File: config.mk
export PLATFORM = sky130hd
export DESIGN_NAME = sig_dump_ctrl
export DESIGN_NICKNAME = d
export VERILOG_FILES = /design/src/rtl/sig_dump_ctrl.sv
export SDC_FILE = /design/constraint.sdc
export NUM_CORES = 1
export LEC_CHECK = 0
export ABC_AREA = 1
export CORE_MARGIN = 5
export CORE_UTILIZATION = 40
export DETAILED_ROUTE_END_ITERATION = 12
export GPL_TIMING_DRIVEN = 1
export PLACE_DENSITY = 0.67
export REMOVE_ABC_BUFFERS = 1
export SKIP_LAST_GASP = 1
export SLEW_MARGIN = 20
export SYNTH_ARGS = -nofsm -noshare
export SYNTH_HDL_FRONTEND = slang
export SYNTH_SLANG_ARGS = --single-unit
File: constraint.sdc
create_clock -name clk_i -period 3 [get_ports clk_i]
set_clock_uncertainty 0.2 [all_clocks]
set_input_delay 0.6 -clock clk_i [delete_from_list [all_inputs] [get_ports clk_i]]
set_output_delay 0.6 -clock clk_i [all_outputs]
set_load 0.005 [all_outputs]
File: src/rtl/sig_dump_ctrl.sv
// sig_dump_ctrl: memory-mapped signature dump controller.
//
// Software programs BEGIN/END, then writes CTRL.start. The block reads the
// region [BEGIN, END) one word at a time through its host port and presents
// each word, with its address, on the sig_* stream to the simulator harness.
// When the dump completes it sets STATUS.done and, if requested, a sticky halt.
//
// Register map (dev_addr_i[9:2]):
//   0x00 BEGIN   RW  (bits [1:0] always read 0)
//   0x04 END     RW  (bits [1:0] always read 0)
//   0x08 CTRL    W   bit0 start, bit1 halt_on_done; reads 0
//   0x0C STATUS  RO  bit0 busy, bit1 done
//   0x10 CHECKSUM RO (only with SIG_DUMP_CHECKSUM_EN): wrap-around sum of
//        every word accepted on the sig handshake, cleared on start.
//
// Ports:
//   clk_i, rst_i             clock, synchronous active-high reset
//   dev_*                    slave port; response one cycle after each request
//   host_*                   read host port to RAM, one outstanding read max
//   sig_valid_o/ready_i      signature word stream (addr + data)
//   busy_o, halt_o           dump in progress, sticky end-of-simulation request
//
// Optional feature macro: SIG_DUMP_CHECKSUM_EN.

module sig_dump_ctrl #(
  parameter int AddrWidth = 32,
  parameter int DataWidth = 32
) (
  input  logic                 clk_i,
  input  logic                 rst_i,
  input  logic                 dev_req_i,
  input  logic                 dev_we_i,
  input  logic [AddrWidth-1:0] dev_addr_i,
  input  logic [3:0]           dev_be_i,
  input  logic [DataWidth-1:0] dev_wdata_i,
  output logic                 dev_rvalid_o,
  output logic [DataWidth-1:0] dev_rdata_o,
  output logic                 dev_err_o,
  output logic                 host_req_o,
  input  logic                 host_gnt_i,
  output logic [AddrWidth-1:0] host_addr_o,
  input  logic                 host_rvalid_i,
  input  logic [DataWidth-1:0] host_rdata_i,
  output logic                 sig_valid_o,
  input  logic                 sig_ready_i,
  output logic [AddrWidth-1:0] sig_addr_o,
  output logic [DataWidth-1:0] sig_data_o,
  output logic                 busy_o,
  output logic                 halt_o
);

  typedef enum logic [2:0] {IDLE, REQ, WAIT, PUSH, DONE} state_e;
  state_e state_q, state_d;

  logic [AddrWidth-1:0] begin_q, end_q, cur_q, cur_inc, sig_addr_q;
  logic [DataWidth-1:0] sig_data_q, rdata_c, dev_rdata_q;
  logic                 halt_on_done_q, done_q, halt_q, dev_rvalid_q, dev_err_q;
  logic                 busy, err_c, wr_ok, start, hod_eff;
  logic [7:0]           word_off;
  logic                 sel_begin, sel_end, sel_ctrl, sel_status, sel_csum, mapped;
  logic                 unused_addr_bits;

`ifdef SIG_DUMP_CHECKSUM_EN
  logic [DataWidth-1:0] csum_q;
`endif

  assign word_off   = dev_addr_i[9:2];
  assign sel_begin  = (word_off == 8'h00);
  assign sel_end    = (word_off == 8'h01);
  assign sel_ctrl   = (word_off == 8'h02);
  assign sel_status = (word_off == 8'h03);
`ifdef SIG_DUMP_CHECKSUM_EN
  assign sel_csum   = (word_off == 8'h04);
`else
  assign sel_csum   = 1'b0;
`endif
  assign mapped     = sel_begin | sel_end | sel_ctrl | sel_status | sel_csum;

  // Address bits outside the 1 kB window and the byte lane are not decoded.
  assign unused_addr_bits = ^{dev_addr_i[AddrWidth-1:10], dev_addr_i[1:0]};

  assign busy  = (state_q != IDLE);

  // BEGIN/END are frozen while a dump runs so the walk cannot be retargeted.
  assign err_c = ~mapped |
                 (dev_we_i & ((dev_be_i != 4'hF) | sel_status | sel_csum |
                              ((sel_begin | sel_end) & busy)));
  assign wr_ok = dev_req_i & dev_we_i & ~err_c;

  // A start while busy is silently dropped (no error).
  assign start   = wr_ok & sel_ctrl & dev_wdata_i[0] & ~busy;
  // An empty region goes IDLE->DONE directly, so the halt flag being latched
  // in that same cycle must be used immediately.
  assign hod_eff = start ? dev_wdata_i[1] : halt_on_done_q;
  assign cur_inc = cur_q + AddrWidth'(4);

  // Read data reflects register state before this cycle's updates.
  always_comb begin
    rdata_c = '0;
    if (dev_req_i && !dev_we_i && !err_c) begin
      if (sel_begin)       rdata_c = DataWidth'(begin_q);
      else if (sel_end)    rdata_c = DataWidth'(end_q);
      else if (sel_status) rdata_c = DataWidth'({done_q, busy});
`ifdef SIG_DUMP_CHECKSUM_EN
      else if (sel_csum)   rdata_c = csum_q;
`endif
    end
  end

  always_comb begin
    state_d     = state_q;
    host_req_o  = 1'b0;
    host_addr_o = '0;
    sig_valid_o = 1'b0;
    unique case (state_q)
      IDLE: if (start) state_d = (begin_q < end_q) ? REQ : DONE;
      REQ: begin
        host_req_o  = 1'b1;
        host_addr_o = cur_q;
        if (host_gnt_i) state_d = WAIT;
      end
      WAIT: if (host_rvalid_i) state_d = PUSH;
      PUSH: begin
        sig_valid_o = 1'b1;
        if (sig_ready_i) state_d = (cur_inc >= end_q) ? DONE : REQ;
      end
      DONE:    state_d = IDLE;
      default: state_d = IDLE;
    endcase
  end

  always_ff @(posedge clk_i) begin
    if (rst_i) begin
      state_q        <= IDLE;
      begin_q        <= '0;
      end_q          <= '0;
      cur_q          <= '0;
      sig_addr_q     <= '0;
      sig_data_q     <= '0;
      halt_on_done_q <= 1'b0;
      done_q         <= 1'b0;
      halt_q         <= 1'b0;
      dev_rvalid_q   <= 1'b0;
      dev_err_q      <= 1'b0;
      dev_rdata_q    <= '0;
    end else begin
      state_q      <= state_d;
      dev_rvalid_q <= dev_req_i;
      dev_err_q    <= dev_req_i & err_c;
      dev_rdata_q  <= rdata_c;
      if (wr_ok && sel_begin) begin_q <= AddrWidth'(dev_wdata_i) & ~AddrWidth'(3);
      if (wr_ok && sel_end)   end_q   <= AddrWidth'(dev_wdata_i) & ~AddrWidth'(3);
      if (start) begin
        halt_on_done_q <= dev_wdata_i[1];
        done_q         <= 1'b0;
        cur_q          <= begin_q;
      end
      if (state_q == WAIT && host_rvalid_i) begin
        sig_data_q <= host_rdata_i;
        sig_addr_q <= cur_q;
      end
      if (state_q == PUSH && sig_ready_i) cur_q <= cur_inc;
      // done/halt rise as DONE is entered; DONE lasts exactly one cycle.
      if (state_d == DONE) begin
        done_q <= 1'b1;
        if (hod_eff) halt_q <= 1'b1;
      end
    end
  end

`ifdef SIG_DUMP_CHECKSUM_EN
  always_ff @(posedge clk_i) begin
    if (rst_i || start)                   csum_q <= '0;
    else if (state_q == PUSH && sig_ready_i) csum_q <= csum_q + sig_data_q;
  end
`endif

  assign dev_rvalid_o = dev_rvalid_q;
  assign dev_rdata_o  = dev_rdata_q;
  assign dev_err_o    = dev_err_q;
  assign sig_addr_o   = sig_addr_q;
  assign sig_data_o   = sig_data_q;
  assign busy_o       = busy;
  assign halt_o       = halt_q;

endmodule

==> parameters.txt, run 1 <==
Parameter                              Value

Floorplan
  Top Ports ... roughly 240
  Chip Height ... 165 um
  Die footprint ... 0.0273 mm2
  Core area ... 0.0236 mm2
  Width of the chip ... 165 um
  Site Rows ... 56
  Starting density of the core ... 0.409

GRT
  Most Crowded Layer GR ... met2
  Number of global-route vias before repair ... 9340
  Met2 Use GR ... 0.357
  Met3 track demand over resource in global routing ... 0.0551
  Met1 Resource Use GR ... 0.278
  Wire length of the first global-routing pass ... 46.7 mm
  Maximum number of pins on one net before global-route repair ... 71
  Tot GR Track Use ... 0.213
  Number of antenna violations at the first check in global routing ... 0
  GRT Residual Overflow ... 0

Job
  Max-cap violations ... 0

Timing
  Number of failing hold endpoints at the final stage ... 0
  Shortest clock period the worst path allows after layout ... 2.86 ns
  Slew at the pin with the worst max-slew slack ... just over 0.5 ns
  Maximum frequency from static timing analysis ... about 350 MHz
  RSZ-0062 raised after global routing ... true
  Worst slew margin relative to its limit ... 0.661
  Post-route setup slack ... 0.139 ns
  Worst hold margin ... 0.268 ns
  Final Max Slew Viols ... 0
  Final period util ... 0.954
  Number of failing setup endpoints in the final timing report ... 0

Layout
  Post-Route Utilization ... 0.545
  Antenna Diode Count ... 0
  Ratio of cells with drive above 1 in the final layout ... 0.0739
  Area added between synthesis and finish ... 33.2%
  Final #Nets ... 1738
  Top library cells by usage in the layout, fill and taps aside ... clkdlybuf4s50_1 (212), nand2_1 (206), inv_1 (200), nor2_1 (188), dfxtp_1 (181)
  Most common cell after layout, fill and taps aside ... clkdlybuf4s50_1
  Area of all placed cells without fillers ... 0.0129 mm2

Critical path
  CP Class ... reg -> out
  Worst EP required ... between 2 and 2.5 ns
  Startpoint class of the critical path ... flop
  Type of destination of the critical path ... output pin
  Maximum fanout encountered on the critical timing path ... 4
  Worst path arrival time ... approximately 2.1 ns

Yosys
  #FFs+latches synth ... approximately 190
  Main area contributors after synthesis ... dfxtp_1 (40%), nand2_1 (8.1%), ha_1 (7.9%)
  Per-instance average area after synthesis ... 7.05 um2
  Number of warnings reported in the yosys synthesis log ... 0
  Top-area cell type share of the netlist area ... 0.398
  Synth unique cells ... 32
  Biggest area consumer among synthesized cells ... dfxtp_1
  Share of the yosys chip area belonging to registers ... 0.398
  Cell area after technology mapping ... between 0.009 and 0.01 mm2
  Gate count after technology mapping ... 1369

Route
  Via/cell ratio ... around 4.9
  Total number of vias ... about 9400
  First-pass detailed-route iteration total ... 5
  DRC violation total after the first TritonRoute iteration ... 671
  Number of nets still failing antenna checks after routing ... 0
  Average wire length per cell after detail routing ... about 15 um
  Post-route DRC violation count ... 0
  Aggregate routed wire length ... 29.1 mm

Place
  Pre-CTS setup slack ... 0.130 ns
  Placed Area ... 0.0122 mm2
  Port Buffers ... 212
  Half-perimeter wire length of the detailed placement result ... ~22 mm
  Routability-driven placement congestion ratio ... between 0.9 and 1

CTS
  CTS root buffer ... clkbuf_16
  Clock latency on the worst-skew pair ... 0.44 ns
  Number of buffers created by CTS ... 17
  Hold-fix buffers at CTS ... 0
  # clock sinks ... ~190
  Clock tree from TritonCTS ... yes
  Total number of H-tree levels ... 4
  Clk slew on worst S/H paths ... 0.08 ns
  CTS max path bufs ... 2

Power
  Peak ir drop on the vdd network ... between 0.3 and 0.4 mV
  Total power ... 4.93 mW
  Power per standard cell area ... 383 mW/mm2
  Standby leakage power ... approximately 5.0 nW

Run status
  Run status ... complete, no violations

Min path
  Type of the most critical hold path ... reg -> reg
## critical path, stage by stage, from the launching register on
cell,delay (ns)
dfxtp_1,0.33
inv_1,0.08
nor3_2,0.21
inv_2,0.12
buf_4,0.16
nor2_1,0.16
clkdlybuf4s50_1,0.56
## layout make-up
class                   count  area, um2
multi-input cells         905       4780
clock buffers              17        425
flip-flops and latches    192       3860
repair buffers            248       2490
fillers                  2304      10800
clock inverters            15        126
inverters                 206        773
well taps                 319        399
## metrics by stage
| step | std cells | TNS, ns |
|---|---|---|
| 2_1_floorplan | 1303 | -3.01 |
| 3_3_place_gp | 1868 | 0 |
| 3_5_place_dp | 1868 | 0 |
| 4_1_cts | 1900 | 0 |
| 5_1_grt | 1902 | -0.0153 |
| 6_report | 1902 | 0 |
## power breakdown
group | leakage [nW] | switching, mW | internal [mW] | total, mW
sequential | 1.55 | 0.000402 | 2.55 | 2.55
clock | 0.262 | 1.10 | 1.09 | 2.18
combinational | 3.22 | 0.0820 | 0.116 | 0.198
## repair_timing
item                       in CTS  in global routing
gates cloned                    0                  0
setup buffers                   0                  2
pin swaps                       0                  3
setup endpoints to repair      26                  8
resized for setup               2                 32
## metal layers
layer  wire length [um]  up-vias
li1                   -     4816
met1              13400     4287
met2              13100      285
met3               2330       20
met4                330        0
met5                  0        -
## cells in the mapped netlist
cell and number:
nor3_1 10, xor2_1 12, buf_1 2, o21ai_0 117, ha_1 61, o21a_1 2
buf_6 5, nand2_1 208, inv_1 203, inv_2 1, nor2_2 6, o21ai_1 17
o22ai_1 30, nand4_4 1, clkbuf_1 40, a21o_1 4, a31oi_1 26, buf_2 14
buf_4 8, nand4_1 11, a21oi_1 118, and2_1 5, nor4_1 1, nor2_4 3
conb_1 1, clkinv_1 2, nand3_2 2, nand3_1 64, nor3_2 3, dfxtp_1 192
nor2_1 199, nor2_8 1
## registers in the layout, indices dropped and copies added (netlist names), 3 cells and up
| signal | flops |
|---|---|
| dev_rdata_o | 32 |
| sig_data_o | 32 |
| begin_q | 30 |
| cur_q | 30 |
| end_q | 30 |
| sig_addr_o | 30 |
| state_q | 3 |
## final timing paths
check                        startpoint             endpoint  slack, ns  cells after the start
setup / recovery  state_q[0]$_SDFF_PP0_      host_addr_o[26]       0.14                      6
hold / removal      halt_o$_SDFFE_PP0P_  halt_o$_SDFFE_PP0P_       0.27                      2
setup reg to reg  cur_q[2]$_SDFFE_PP0P_  halt_o$_SDFFE_PP0P_       0.17                     18
hold reg to reg     halt_o$_SDFFE_PP0P_  halt_o$_SDFFE_PP0P_       0.27                      2
## logic make-up after synthesis
kind of cell,synth area share
simple gates,0.224
compound gates,0.172
buf+inv,0.116
flops,0.398
fa+ha+maj,0.0790
xor+xnor,0.0109
other cells,0.000388
No activity file was read; power rests on OpenSTA's default activity.
==> run 2, diff against run 1 <==
--- a/config.mk
+++ b/config.mk
@@ -9,7 +9,7 @@
 export CORE_MARGIN = 5
 export CORE_UTILIZATION = 40
 export DETAILED_ROUTE_END_ITERATION = 12
-export GPL_TIMING_DRIVEN = 1
+export GPL_TIMING_DRIVEN = 0
 export PLACE_DENSITY = 0.67
 export REMOVE_ABC_BUFFERS = 1
 export SKIP_LAST_GASP = 1
==> parameters.txt, run 2 (same netlist as run 1, synthesis figures left out) <==
Parameter                              Value

Place
  Port Buffers ... 212 (unchanged)
  Routability-driven placement congestion ratio ... 0.917 (-2.6%)
  Half-perimeter wire length of the detailed placement result ... 21.3 mm (-0.95%)

CTS
  # clock sinks ... 192 (unchanged)
  CTS root buffer ... clkbuf_16
  Hold-fix buffers at CTS ... 0 (unchanged)
  CTS max path bufs ... 2 (unchanged)
  Clock tree from TritonCTS ... yes
  Clock latency on the worst-skew pair ... 0.45 ns (about the same)
  Total number of H-tree levels ... 4 (unchanged)
  Clk slew on worst S/H paths ... 0.07 ns (about the same)
  Number of buffers created by CTS ... 17 (unchanged)

Route
  Average wire length per cell after detail routing ... 15.7 um (+2.6%)
  Via/cell ratio ... 5.00 (+1.2%)
  Aggregate routed wire length ... 29.6 mm (+1.4%)
  First-pass detailed-route iteration total ... 5 (unchanged)
  DRC violation total after the first TritonRoute iteration ... 779 (+16%)
  Total number of vias ... 9413 (+0.053%)
  Post-route DRC violation count ... 0 (unchanged)
  Number of nets still failing antenna checks after routing ... 0 (unchanged)

Critical path
  Startpoint class of the critical path ... flop
  CP Class ... reg -> out
  Type of destination of the critical path ... output pin
  Maximum fanout encountered on the critical timing path ... 31 (+27)
  Worst path arrival time ... 2.05 ns (about the same)
  Worst EP required ... 2.20 ns (about the same)

Floorplan
  Die footprint ... 0.0273 mm2 (unchanged)
  Site Rows ... 56 (unchanged)
  Starting density of the core ... 0.409 (unchanged)
  Chip Height ... 165 um (unchanged)
  Width of the chip ... 165 um (unchanged)
  Top Ports ... 241 (unchanged)
  Core area ... 0.0236 mm2 (unchanged)

Power
  Standby leakage power ... 4.95 nW (-1.6%)
  Power per standard cell area ... 385 mW/mm2 (+0.48%)
  Peak ir drop on the vdd network ... 0.260 mV (-14%)

GRT
  GRT Residual Overflow ... 0 (unchanged)
  Tot GR Track Use ... 0.208 (-0.00503)
  Wire length of the first global-routing pass ... 45.7 mm (-2.1%)
  Met3 track demand over resource in global routing ... 0.0397 (-0.0154)
  Met1 Resource Use GR ... 0.280 (+0.00199)
  Number of antenna violations at the first check in global routing ... 0 (unchanged)
  Maximum number of pins on one net before global-route repair ... 79 (+11%)
  Number of global-route vias before repair ... 9067 (-2.9%)
  Met2 Use GR ... 0.345 (-0.0124)
  Most Crowded Layer GR ... met2

Timing
  Final period util ... 0.949 (-0.00447)
  Worst slew margin relative to its limit ... 0.454 (-0.207)
  Number of failing setup endpoints in the final timing report ... 0 (unchanged)
  Final Max Slew Viols ... 0 (unchanged)
  Shortest clock period the worst path allows after layout ... 2.85 ns (-0.0134 ns)
  Fin Setup TNS ... 0 ns (unchanged)
  Maximum frequency from static timing analysis ... 351 MHz (+0.47%)
  Slew at the pin with the worst max-slew slack ... 0.817 ns (+0.310 ns)
  RSZ-0062 raised after global routing ... true
  Number of failing hold endpoints at the final stage ... 0 (unchanged)
  Worst hold margin ... 0.253 ns (-0.0148 ns)

Layout
  Final #Nets ... 1717 (-1.2%)
  Antenna Diode Count ... 0 (unchanged)
  Most common cell after layout, fill and taps aside ... clkdlybuf4s50_1
  Top library cells by usage in the layout, fill and taps aside ... clkdlybuf4s50_1 (211), nand2_1 (202), inv_1 (198), nor2_1 (184), dfxtp_1 (178)
  Ratio of cells with drive above 1 in the final layout ... 0.0730 (-0.000927)
  Area added between synthesis and finish ... 32.7%

Min path
  Type of the most critical hold path ... reg -> reg

Run status
  Run status ... complete, no violations

Job
  Max-cap violations ... 0 (unchanged)
-- run 2: final cells by class --
type                            count  area [um2]
Inverter                          206         790
Sequential cell                   192        3870
Clock inverter                     15         129
Tap cell                          319         399
Fill cell                        2326       10800
Clock buffer                       17         425
Timing Repair Buffer              225        2340
Multi-Input combinational cell    907        4870
-- run 2: power breakdown --
part	switching (mW)	leakage, nW	internal (mW)
Combinational	0.0811	3.14	0.114
Clock	1.11	0.258	1.09
Sequential	0.000324	1.55	2.54
-- run 2: repair_timing --
action / CTS / global route
resized for setup: 7 / 49
pin swaps: 0 / 7
endpoints found under the hold margin: 0 / 0
cloned: 0 / 2
endpoints found under the setup margin: 34 / 38
buffers inserted: 0 / 6
-- run 2: metal layers --
metal	vias to the layer above	share of wire	wire, um
met5	-	0	0
met4	0	0.014	425
met3	27	0.075	2220
met2	314	0.45	13200
met1	4298	0.46	13700
li1	4774	-	-
-- run 2: final timing paths --
path,from,end,slack [ns],cells past startpoint
max,state_q[0]$_SDFF_PP0_,host_addr_o[26],0.15,5
min,halt_o$_SDFFE_PP0P_,halt_o$_SDFFE_PP0P_,0.25,2
max reg2reg,cur_q[17]$_SDFFE_PP0P_,done_q$_SDFFE_PP0P_,0.19,17
min reg2reg,halt_o$_SDFFE_PP0P_,halt_o$_SDFFE_PP0P_,0.25,2
-- run 2: per-stage QoR --
| step | power (mW) | cell area, um2 | util | cells | setup WS (ns) |
|---|---|---|---|---|---|
| 4_1_cts | 4.98 | 12600 | 0.534 | 1873 | 0.0217 |
| 6_report | 4.94 | 12800 | 0.543 | 1881 | 0.153 |
| 3_5_place_dp | 2.80 | 12000 | 0.510 | 1841 | -0.301 |
| 5_1_grt | 5.11 | 12800 | 0.543 | 1881 | -0.0648 |
| 2_1_floorplan | 2.66 | 9320 | - | 1303 | -0.0659 |
| 3_3_place_gp | 2.80 | 11800 | 0.502 | 1834 | -3.38 |
-- run 2: worst max-delay path: stages (launching register included) --
cell and delay (ns):
dfxtp_1 0.33, inv_1 0.10, nor3_4 0.24, inv_6 0.18, nor2_1 0.20, clkdlybuf4s50_1 0.55
==> run 3, diff against run 2 <==
--- a/config.mk
+++ b/config.mk
@@ -6,11 +6,13 @@
 export NUM_CORES = 1
 export LEC_CHECK = 0
 export ABC_AREA = 1
+export CELL_PAD_IN_SITES_DETAIL_PLACEMENT = 1
+export CELL_PAD_IN_SITES_GLOBAL_PLACEMENT = 1
 export CORE_MARGIN = 5
-export CORE_UTILIZATION = 40
+export CORE_UTILIZATION = 35
 export DETAILED_ROUTE_END_ITERATION = 12
 export GPL_TIMING_DRIVEN = 0
-export PLACE_DENSITY = 0.67
+export PLACE_DENSITY_LB_ADDON = 0.1
 export REMOVE_ABC_BUFFERS = 1
 export SKIP_LAST_GASP = 1
 export SLEW_MARGIN = 20
==> parameters.txt, run 3 (same netlist as run 1, synthesis figures left out) <==
Parameter                              Value

Power
  Power per standard cell area ... 393 mW/mm2 (+2.0%)
  Standby leakage power ... 5.08 nW (+2.5%)
  Total power ... 5.13 mW (+4.0%)
  Peak ir drop on the vdd network ... 0.263 mV (+1.3%)

Min path
  Hold Crit Endpoint ... dev_rdata_o[1]$_SDFF_PP0_
  Hold-critical path depth ... 2 (unchanged)
  Worst Min Path Start ... done_q$_SDFFE_PP0P_
  Type of the most critical hold path ... reg -> reg

Critical path
  Crit path top cell by count ... nand2_1
  CP Class ... reg -> reg
  Type of destination of the critical path ... flop
  Worst-path cell chain ... nand2_1, nor3_2, nand2_2, nor2_2, nand3_2, nand2_1, inv_1, ha_1, nand2_1, nor2_2, nand4_1, nor2_2, nand2_1, nand2_1, nand2_1, nand2_1, nand2_1, nand2_1
  Worst EP required ... 3.20 ns (+1.00 ns)
  Startpoint class of the critical path ... flop
  Delay of the slowest critical-path stage ... 0.38 ns (-0.17 ns)
  FF-to-FF setup slack ... 0.13 ns (-0.06 ns)
  Length in cells of the worst reg-to-reg path ... 18 (+1)
  Worst setup path start ... cur_q[21]$_SDFFE_PP0P_
  Startpoint of the most critical register-to-register path ... cur_q[21]$_SDFFE_PP0P_
  Maximum fanout encountered on the critical timing path ... 5 (-84%)
  Crit-path slowest cell ... dfxtp_4
  End of the worst register-to-register path ... halt_o$_SDFFE_PP0P_
  Worst path arrival time ... 3.07 ns (+1.02 ns)

CTS
  # clock sinks ... 192 (unchanged)
  Hold-fix buffers at CTS ... 0 (unchanged)
  Clock tree from TritonCTS ... yes
  CTS max path bufs ... 2 (unchanged)
  CTS root buffer ... clkbuf_16
  Total number of H-tree levels ... 4 (unchanged)
  Clock latency on the worst-skew pair ... 0.46 ns (about the same)
  Clk slew on worst S/H paths ... 0.08 ns (about the same)
  Number of buffers created by CTS ... 17 (unchanged)

Timing
  Slew at the pin with the worst max-slew slack ... 0.771 ns (-0.0461 ns)
  Final Max Slew Viols ... 0 (unchanged)
  Final period util ... 0.958 (+0.00921)
  RSZ-0062 raised after global routing ... true
  Worst slew margin relative to its limit ... 0.486 (+0.0315)
  Worst hold margin ... 0.248 ns (-0.00473 ns)
  Number of failing hold endpoints at the final stage ... 0 (unchanged)
  Shortest clock period the worst path allows after layout ... 2.87 ns (+0.0276 ns)
  Post-route setup slack ... 0.125 ns (-0.0276 ns)
  Number of failing setup endpoints in the final timing report ... 0 (unchanged)
  Maximum frequency from static timing analysis ... 348 MHz (-0.96%)

GRT
  Wire length of the first global-routing pass ... 52.8 mm (+15%)
  Number of global-route vias before repair ... 10100 (+12%)
  Tot GR Track Use ... 0.208 (about the same)
  Number of antenna violations at the first check in global routing ... 0 (unchanged)
  Maximum number of pins on one net before global-route repair ... 68 (-14%)
  GRT Residual Overflow ... 0 (unchanged)

Layout
  Area of the multi-input gates ... 0.00494 mm2 (+1.5%)
  Final #Nets ... 1725 (+0.47%)
  Most common cell after layout, fill and taps aside ... clkdlybuf4s50_1
  Top library cells by usage in the layout, fill and taps aside ... clkdlybuf4s50_1 (211), nand2_1 (197), inv_1 (195), nor2_1 (176), dfxtp_1 (167)
  Antenna Diode Count ... 0 (unchanged)
  Layout filler cell count ... 3380 (+45%)
  Storage cell area ... 0.00389 mm2 (+0.68%)
  Post-route non-filler standard cell count ... 1911 (+1.6%)
  Area added between synthesis and finish ... 35.3%
  Ratio of cells with drive above 1 in the final layout ... 0.0968 (+0.0238)

Floorplan
  Starting density of the core ... 0.357 (-0.0517)
  Chip Height ... 176 um (+6.5%)
  Core area ... 0.0270 mm2 (+14%)
  Width of the chip ... 176 um (+6.5%)
  Top Ports ... 241 (unchanged)
  Die footprint ... 0.0310 mm2 (+13%)
  Site Rows ... 60 (+7.1%)

Route
  Total number of vias ... 9620 (+2.2%)
  Average wire length per cell after detail routing ... 17.3 um (+10%)
  Number of nets still failing antenna checks after routing ... 0 (unchanged)
  Via/cell ratio ... 5.03 (+0.59%)
  Post-route DRC violation count ... 0 (unchanged)
  First-pass detailed-route iteration total ... 5 (unchanged)
  Aggregate routed wire length ... 33.1 mm (+12%)
  DRC violation total after the first TritonRoute iteration ... 397 (-49%)

Place
  Port Buffers ... 212 (unchanged)
  Routability-driven placement congestion ratio ... 0.814 (-11%)
  Post-Place Cells ... 1865 (+1.3%)
  Pre-CTS setup slack ... -0.418 ns (-0.118 ns)
  Half-perimeter wire length of the detailed placement result ... 23.8 mm (+12%)

Run status
  Run status ... complete, no violations

Job
  Max-cap violations ... 0 (unchanged)
-- run 3: cell count changes in the layout (fill, tap and decap cells not counted), moves of 4 or more --
cell and delta:
nand2_1 -5, nor2_1 -8, dfxtp_1 -11, clkinvlp_4 -6, dfxtp_2 +6, inv_2 +4
nand2_2 +5, dfxtp_4 +5, buf_4 +7, nor2_2 +5
-- run 3: stage by stage --
step | instance area [um2] | util | setup TNS, ns
floorplan | 9320 | - | -3.01
CTS | 12800 | 0.473 | -0.000270
finish | 13100 | 0.483 | 0
global placement | 11900 | 0.439 | -522.09
global route | 13100 | 0.483 | -0.167
detailed placement | 12100 | 0.448 | -19.45
-- run 3: worst max path at each step --
stage	slack (ns)	end	cells past startpoint
5_1_grt	-0.05	done_q$_SDFFE_PP0P_	18
4_1_cts	-0.0003	halt_o$_SDFFE_PP0P_	18
2_1_floorplan	-0.07	end_q[10]$_SDFFE_PP0P_	7
3_3_place_gp	-3.60	sig_addr_o[25]$_SDFFE_PP0P_	4
3_5_place_dp	-0.42	done_q$_SDFFE_PP0P_	19
6_report	0.13	halt_o$_SDFFE_PP0P_	18
-- run 3: repair_timing --
action	in CTS	in global routing
cloned	0	2
endpoints found under the hold margin	0	0
pin swaps	1	14
setup endpoints to repair	34	54
buffers inserted	1	11
gates resized for setup	21	75
-- run 3: area by class of cell --
class                   instances  area share
multi-input cells             907       0.378
flip-flops and latches        192       0.298
repair buffers                233       0.185
inverters                     206      0.0601
well taps                     341      0.0327
clock buffers                  17      0.0326
clock inverters                15      0.0132
-- run 3: per-layer routing --
layer | track usage | vias to the layer above | wire length, um
met5 | 0 | - | 0
met4 | 0.0575 | 0 | 507
met3 | 0.0390 | 35 | 1500
met2 | 0.358 | 191 | 15600
met1 | 0.267 | 4599 | 15500
li1 | - | 4795 | -
-- run 3: worst max-delay path, delay by kind of cell (launching register included) --
kind / cells / cell delay, ns
adders and majority gates: 1 / 0.27
buffers and inverters: 1 / 0.05
DFF: 1 / 0.38
and+or+nand+nor: 16 / 1.95
-- run 3: power breakdown --
group,switching [mW],internal (mW)
Combinational,0.0837,0.118
Sequential,0.000346,2.54
Clock,1.20,1.19
